## src/rtl/rmw_pkg.sv

```systemverilog
// Shared types and constants for the 6502 read-modify-write sequencer.
package rmw_pkg;

  typedef enum logic [2:0] {
    S_IDLE,
    S_RD,
    S_DWR,
    S_MOD,
    S_WR,
    S_FIN
  } state_t;

  localparam logic [2:0] OP_ASL = 3'b000;
  localparam logic [2:0] OP_LSR = 3'b001;
  localparam logic [2:0] OP_ROL = 3'b010;
  localparam logic [2:0] OP_ROR = 3'b011;
  localparam logic [2:0] OP_INC = 3'b100;
  localparam logic [2:0] OP_DEC = 3'b101;

  localparam logic [4:0] SEL_PASS_M = 5'b01101;
  localparam logic [4:0] SEL_ASL_M  = 5'b10000;
  localparam logic [4:0] SEL_LSR_M  = 5'b00110;
  localparam logic [4:0] SEL_ROL_M  = 5'b01000;
  localparam logic [4:0] SEL_ROR_M  = 5'b01010;
  localparam logic [4:0] SEL_INC_M  = 5'b10011;
  localparam logic [4:0] SEL_DEC_M  = 5'b10110;

  function automatic logic [4:0] op_to_sel(input logic [2:0] op);
    case (op)
      OP_ASL:  return SEL_ASL_M;
      OP_LSR:  return SEL_LSR_M;
      OP_ROL:  return SEL_ROL_M;
      OP_ROR:  return SEL_ROR_M;
      OP_INC:  return SEL_INC_M;
      OP_DEC:  return SEL_DEC_M;
      default: return SEL_PASS_M;
    endcase
  endfunction

  function automatic logic op_legal(input logic [2:0] op);
    return op <= OP_DEC;
  endfunction

endpackage

```

## src/rtl/rmw_flags.sv

```systemverilog
// Combinational N/Z/C for a read-modify-write result; C is 0 for INC/DEC.
module rmw_flags
  import rmw_pkg::*;
(
  input  logic [2:0] op,
  input  logic [7:0] operand,
  input  logic [7:0] result,
  output logic       n,
  output logic       z,
  output logic       c
);

  always_comb begin
    n = result[7];
    z = (result == 8'h00);
    c = 1'b0;
    case (op)
      OP_ASL, OP_ROL: c = operand[7];
      OP_LSR, OP_ROR: c = operand[0];
      default:        c = 1'b0;
    endcase
  end

endmodule

```

## src/rtl/rmw_sequencer.sv

```systemverilog
// Read-modify-write sequencer: read, optional NMOS dummy write, modify via external mux, write back, flags.
module rmw_sequencer
  import rmw_pkg::*;
#(
  parameter int ADDR_W      = 16,
  parameter bit DUMMY_WRITE = 1'b1
) (
  input  logic              Clk,
  input  logic              Reset,
  input  logic              start,
  input  logic [2:0]        rmw_op,
  input  logic [ADDR_W-1:0] addr,
  input  logic [7:0]        mem_rdata,
  input  logic              mem_ready,
  input  logic [7:0]        compute_result,
  output logic              busy,
  output logic              mem_rd,
  output logic              mem_wr,
  output logic [ADDR_W-1:0] mem_addr,
  output logic [7:0]        mem_wdata,
  output logic [7:0]        compute_m,
  output logic [4:0]        compute_sel,
  output logic              flag_we,
  output logic              flag_n,
  output logic              flag_z,
  output logic              flag_c,
  output logic              done,
  output logic              err
);

  state_t     state;
  logic [2:0] op_r;
  logic [7:0] result_r;
  logic       carry_r;
  logic       n_calc, z_calc, c_calc;

  rmw_flags u_flags (
    .op      (op_r),
    .operand (compute_m),
    .result  (result_r),
    .n       (n_calc),
    .z       (z_calc),
    .c       (c_calc)
  );

  // Outputs are registered: each transition sets up what the next state drives.
  always_ff @(posedge Clk or posedge Reset) begin
    if (Reset) begin
      state       <= S_IDLE;
      op_r        <= '0;
      result_r    <= '0;
      carry_r     <= 1'b0;
      busy        <= 1'b0;
      mem_rd      <= 1'b0;
      mem_wr      <= 1'b0;
      mem_addr    <= '0;
      mem_wdata   <= '0;
      compute_m   <= '0;
      compute_sel <= SEL_PASS_M;
      flag_we     <= 1'b0;
      flag_n      <= 1'b0;
      flag_z      <= 1'b0;
      flag_c      <= 1'b0;
      done        <= 1'b0;
      err         <= 1'b0;
    end else begin
      done    <= 1'b0;
      flag_we <= 1'b0;
      err     <= 1'b0;
      case (state)
        S_IDLE: if (start) begin
          if (op_legal(rmw_op)) begin
            op_r     <= rmw_op;
            mem_addr <= addr;
            mem_rd   <= 1'b1;
            busy     <= 1'b1;
            state    <= S_RD;
          end else begin
            err <= 1'b1;
          end
        end
        S_RD: if (mem_ready) begin
          compute_m <= mem_rdata;
          mem_rd    <= 1'b0;
          if (DUMMY_WRITE) begin
            mem_wr    <= 1'b1;
            mem_wdata <= mem_rdata;
            state     <= S_DWR;
          end else begin
            compute_sel <= op_to_sel(op_r);
            state       <= S_MOD;
          end
        end
        S_DWR: if (mem_ready) begin
          mem_wr      <= 1'b0;
          compute_sel <= op_to_sel(op_r);
          state       <= S_MOD;
        end
        S_MOD: begin
          result_r    <= compute_result;
          carry_r     <= c_calc;
          compute_sel <= SEL_PASS_M;
          mem_wr      <= 1'b1;
          mem_wdata   <= compute_result;
          state       <= S_WR;
        end
        S_WR: if (mem_ready) begin
          mem_wr  <= 1'b0;
          done    <= 1'b1;
          flag_we <= 1'b1;
          flag_n  <= n_calc;
          flag_z  <= z_calc;
          flag_c  <= carry_r;
          state   <= S_FIN;
        end
        S_FIN: begin
          busy  <= 1'b0;
          state <= S_IDLE;
        end
        default: state <= S_IDLE;
      endcase
    end
  end

endmodule

```

## config.mk

```make
export PLATFORM = sky130hd
export DESIGN_NAME = rmw_sequencer
export DESIGN_NICKNAME = d
export VERILOG_FILES = /design/src/rtl/rmw_pkg.sv /design/src/rtl/rmw_flags.sv /design/src/rtl/rmw_sequencer.sv
export SDC_FILE = /design/constraint.sdc
export NUM_CORES = 1
export LEC_CHECK = 0
export CORE_AREA = 2 2 83 85
export CTS_BUF_LIST = sky130_fd_sc_hd__clkbuf_4 sky130_fd_sc_hd__clkbuf_8
export DETAILED_ROUTE_END_ITERATION = 8
export DIE_AREA = 0 0 85 87
export PLACE_DENSITY = 0.74
export SLEW_MARGIN = 0
export SYNTH_ARGS = -nofsm -noshare
export SYNTH_HDL_FRONTEND = slang
export SYNTH_SLANG_ARGS = --single-unit
```

## constraint.sdc

```tcl
create_clock -name Clk -period 4.3 [get_ports Clk]
set_input_delay 0.43 -clock Clk [delete_from_list [all_inputs] [get_ports Clk]]
set_output_delay 0.43 -clock Clk [all_outputs]
set_load 0.05 [all_outputs]
```

==> impl_metrics.tcl <==
set metrics [dict create \
    outcome "finished clean" \
    track_usage_pct 15.9 \
    synth_edf_count 0 \
    rsz0062_at_grt "false" \
    critical-path-top-delay-family "buffers and inverters" \
    synth_cell_types 36 \
    drtAntennaViolNets 0 \
    power.clock.fraction_pct 17.1 \
    path_buf_inv 1 \
    power.switching_uw 1400 \
    hold_depth 2 \
    cp-end-kind "primary output" \
    syn_area_per_cell_sq_um 13.4 \
    r2r_cells 3 \
    htreeDepth 3 \
    clockRootBuffer "clkbuf_8" \
    drv_cap 0 \
    finalHoldViolations 0 \
    crit_path_max_fanout 3 \
    synthesis.nets 226 \
    worstPathArrival_ns 1.65 \
    area_delta_synth_final_pct 44.6 \
    synth_area_leaders "dfrtp_1 (57%), mux2_4 (10%), mux2_2 (4.5%), dfstp_2 (3.1%), a21o_1 (2.7%)" \
    tightest_slew_ns 0.800 \
    cts_buffer_depth 2 \
    worstPathRequired_ns 3.87 \
    relSlewSlack_pct 46.0 \
    insertion_delay_ns 0.32 \
    die_h_um 87 \
    drc 0 \
    diodes 0 \
    final-setup-viol-count 0 \
    row_count 30 \
    path_clk_slew_ns 0.07 \
    die_x_um 85 \
    numCtsBuffers 9 \
    grt_max_degree 34 \
    ys_ff_latch 60 \
    finalMaxSlewViolations 0 \
    startpoint_type "flip-flop" \
    final_nets 311 \
    period_share_pct 48.4 \
    io_pins 85 \
    core_area_sq_um 6570 \
    synth_top_area_cell "dfrtp_1" \
    async_reset_ff_share_pct 100 \
    skew_ns 0.0103 \
    seqPwrFrac_pct 31.6 \
    max_stage_delay_ns 0.80 \
    seq_area_frac_synth_pct 59.9 \
    hold_class "reg -> reg" \
    p_comb_share_pct 51.4 \
    crit_cells 1 \
    post_cts.repair.setup_buffers 0 \
    switching_share_pct 43.1 \
    dp_hpwl_mm 3.88 \
    layout-drive-gt1-share_pct 18.8 \
    ctsHoldBuffers 0 \
    drt_iter0_markers 65 \
    synthTopCellsByCount "dfrtp_1 (57), mux2_4 (17), nand2_1 (11)" \
    overflow 0 \
    antenna_found_initial 0 \
    grt_pass1_wl_mm 9.10 \
    p_total_uw 3260 \
    slowest_stage "clkdlybuf4s50_1" \
    cts.repair.resized 0 \
    drt-total-wl_mm 5.52 \
    yosys.area.top_type_share_pct 56.7 \
    avgRoutedWirePerCell_um 15.4 \
    cts_tree "done" \
    cp_cell_sequence "clkdlybuf4s50_1" \
    syn_area_sq_um 2510 \
    vdd_drop_max_mv 0.487 \
    power_density_nw_per_um2 897 \
    synth_warnings 0 \
    port_buffers 84 \
    fin_tns_setup_ns 0 \
    yosysMostFrequentCell "dfrtp_1" \
    fin_crit_ns 2.08 \
    vias 1800 \
    dr.pass1.iters 4 \
    synth_ff_type "dfrtp_1" \
    vias_per_cell 5.04 \
    fmaxAchievable_mhz 480 \
    die_area_sq_um 7400 \
    grt_pass1_vias 1813 \
    intPower_uw 1860 \
    cts_num_sinks 60 \
    synth_cells 187 \
    critical_path_class "reg -> out" \
    place.gp.congestion 0.815 \
    start_util_pct 38.3 \
    p_leak_uw 0.00168 \
]
==> cell families (layout without fill, tap and decap cells) <==
| family | Yosys count | in the layout | share of synthesized area, % |
|---|---|---|---|
| muxes | 28 | 28 | 15.0 |
| buffers and inverters | 20 | 110 | 3.93 |
| xor gates and xnor gates | 1 | 1 | 0.348 |
| and+or+nand+nor | 39 | 39 | 9.10 |
| AOI/OAI and AO/OA | 39 | 39 | 11.7 |
| DFF | 60 | 60 | 59.9 |
==> cell type report <==
| class | instances | area, sq um |
|---|---|---|
| clock buffer | 11 | 145 |
| clock inverter | 5 | 75.1 |
| fill | 561 | 2930 |
| inverter | 8 | 30.0 |
| multi-input combinational | 107 | 926 |
| sequential | 60 | 1510 |
| tap | 80 | 100 |
| timing repair buffer | 86 | 856 |
==> metrics by stage <==
| step | instance area [sq um] | setup slack [ns] | hold WS [ns] | cells | util, % |
|---|---|---|---|---|---|
| 3_5_place_dp | 3420 | 1.88 | 0.463 | 341 | 52.0 |
| 6_report | 3640 | 2.22 | 0.477 | 357 | 55.4 |
| 4_1_cts | 3640 | 2.19 | 0.480 | 357 | 55.4 |
| 3_3_place_gp | 3420 | 1.93 | 0.456 | 341 | 52.0 |
| 5_1_grt | 3640 | 2.13 | 0.491 | 357 | 55.4 |
| 2_1_floorplan | 2510 | 2.39 | 0.443 | 187 | - |
==> worst min-delay path, delay by kind of cell, from the launching register on <==
| family | cells | cell delay [ns] |
|---|---|---|
| DFF | 1 | 0.37 |
| buffers and inverters | 1 | 0.05 |
| AOI/OAI and AO/OA | 1 | 0.05 |
==> power by group through the flow <==
| stage | clock network, uW | logic, uW | registers (uW) |
|---|---|---|---|
| after CTS | 576 | 1690 | 1030 |
| after floorplan | 0 | 508 | 1670 |
| after global routing | 603 | 1760 | 1070 |
| final | 556 | 1670 | 1030 |
| after global placement | 0 | 1670 | 1030 |
| after detailed placement | 0 | 1690 | 1040 |
==> placed cells by master (no fill, tap or decap), drive strengths merged, types with 2 or more instances in the layout <==
master	count
a2111oi	2
a21o	9
a21oi	4
a221o	6
a22o	2
a22oi	2
and2	6
buf	2
bufinv	2
clkbuf	11
clkdlybuf4s50	84
clkinv	3
dfrtp	57
dfstp	3
inv	8
mux2	27
nand2	11
nand2b	2
nand3b	2
nor2	5
nor2b	5
nor4	2
nor4bb	2
o21ai	7
o22a	3
==> per-layer routing <==
layer	wire, um	global-route usage (%)
met1	2570	21.4
met2	2580	24.9
met3	286	3.70
met4	72	6.49
met5	0	0
==> final timing paths <==
path / from / endpoint / slack, ns
worst max-delay path: compute_sel[3] / compute_sel[3] / 2.22
worst min-delay path: compute_sel[0] / compute_sel[0] / 0.48
worst max register to register: state[0] / mem_addr[4] / 2.33
worst min register to register: compute_sel[0] / compute_sel[0] / 0.48
max in group asynchronous: Reset / compute_sel[2] / 2.88
min in group asynchronous: Reset / mem_addr[12] / 0.55
==> state kept, by name (all words and copies together), names as in the netlist <==
signal and flops:
compute_m 8, mem_rd 1, err 1, mem_addr 16, carry_r 1, done 1, flag_n 1, busy 1
result_r 8, state 3, flag_z 1, op_r 3, mem_wdata 8, mem_wr 1, flag_c 1, compute_sel 5
No activity file was read; power rests on OpenSTA's default activity.
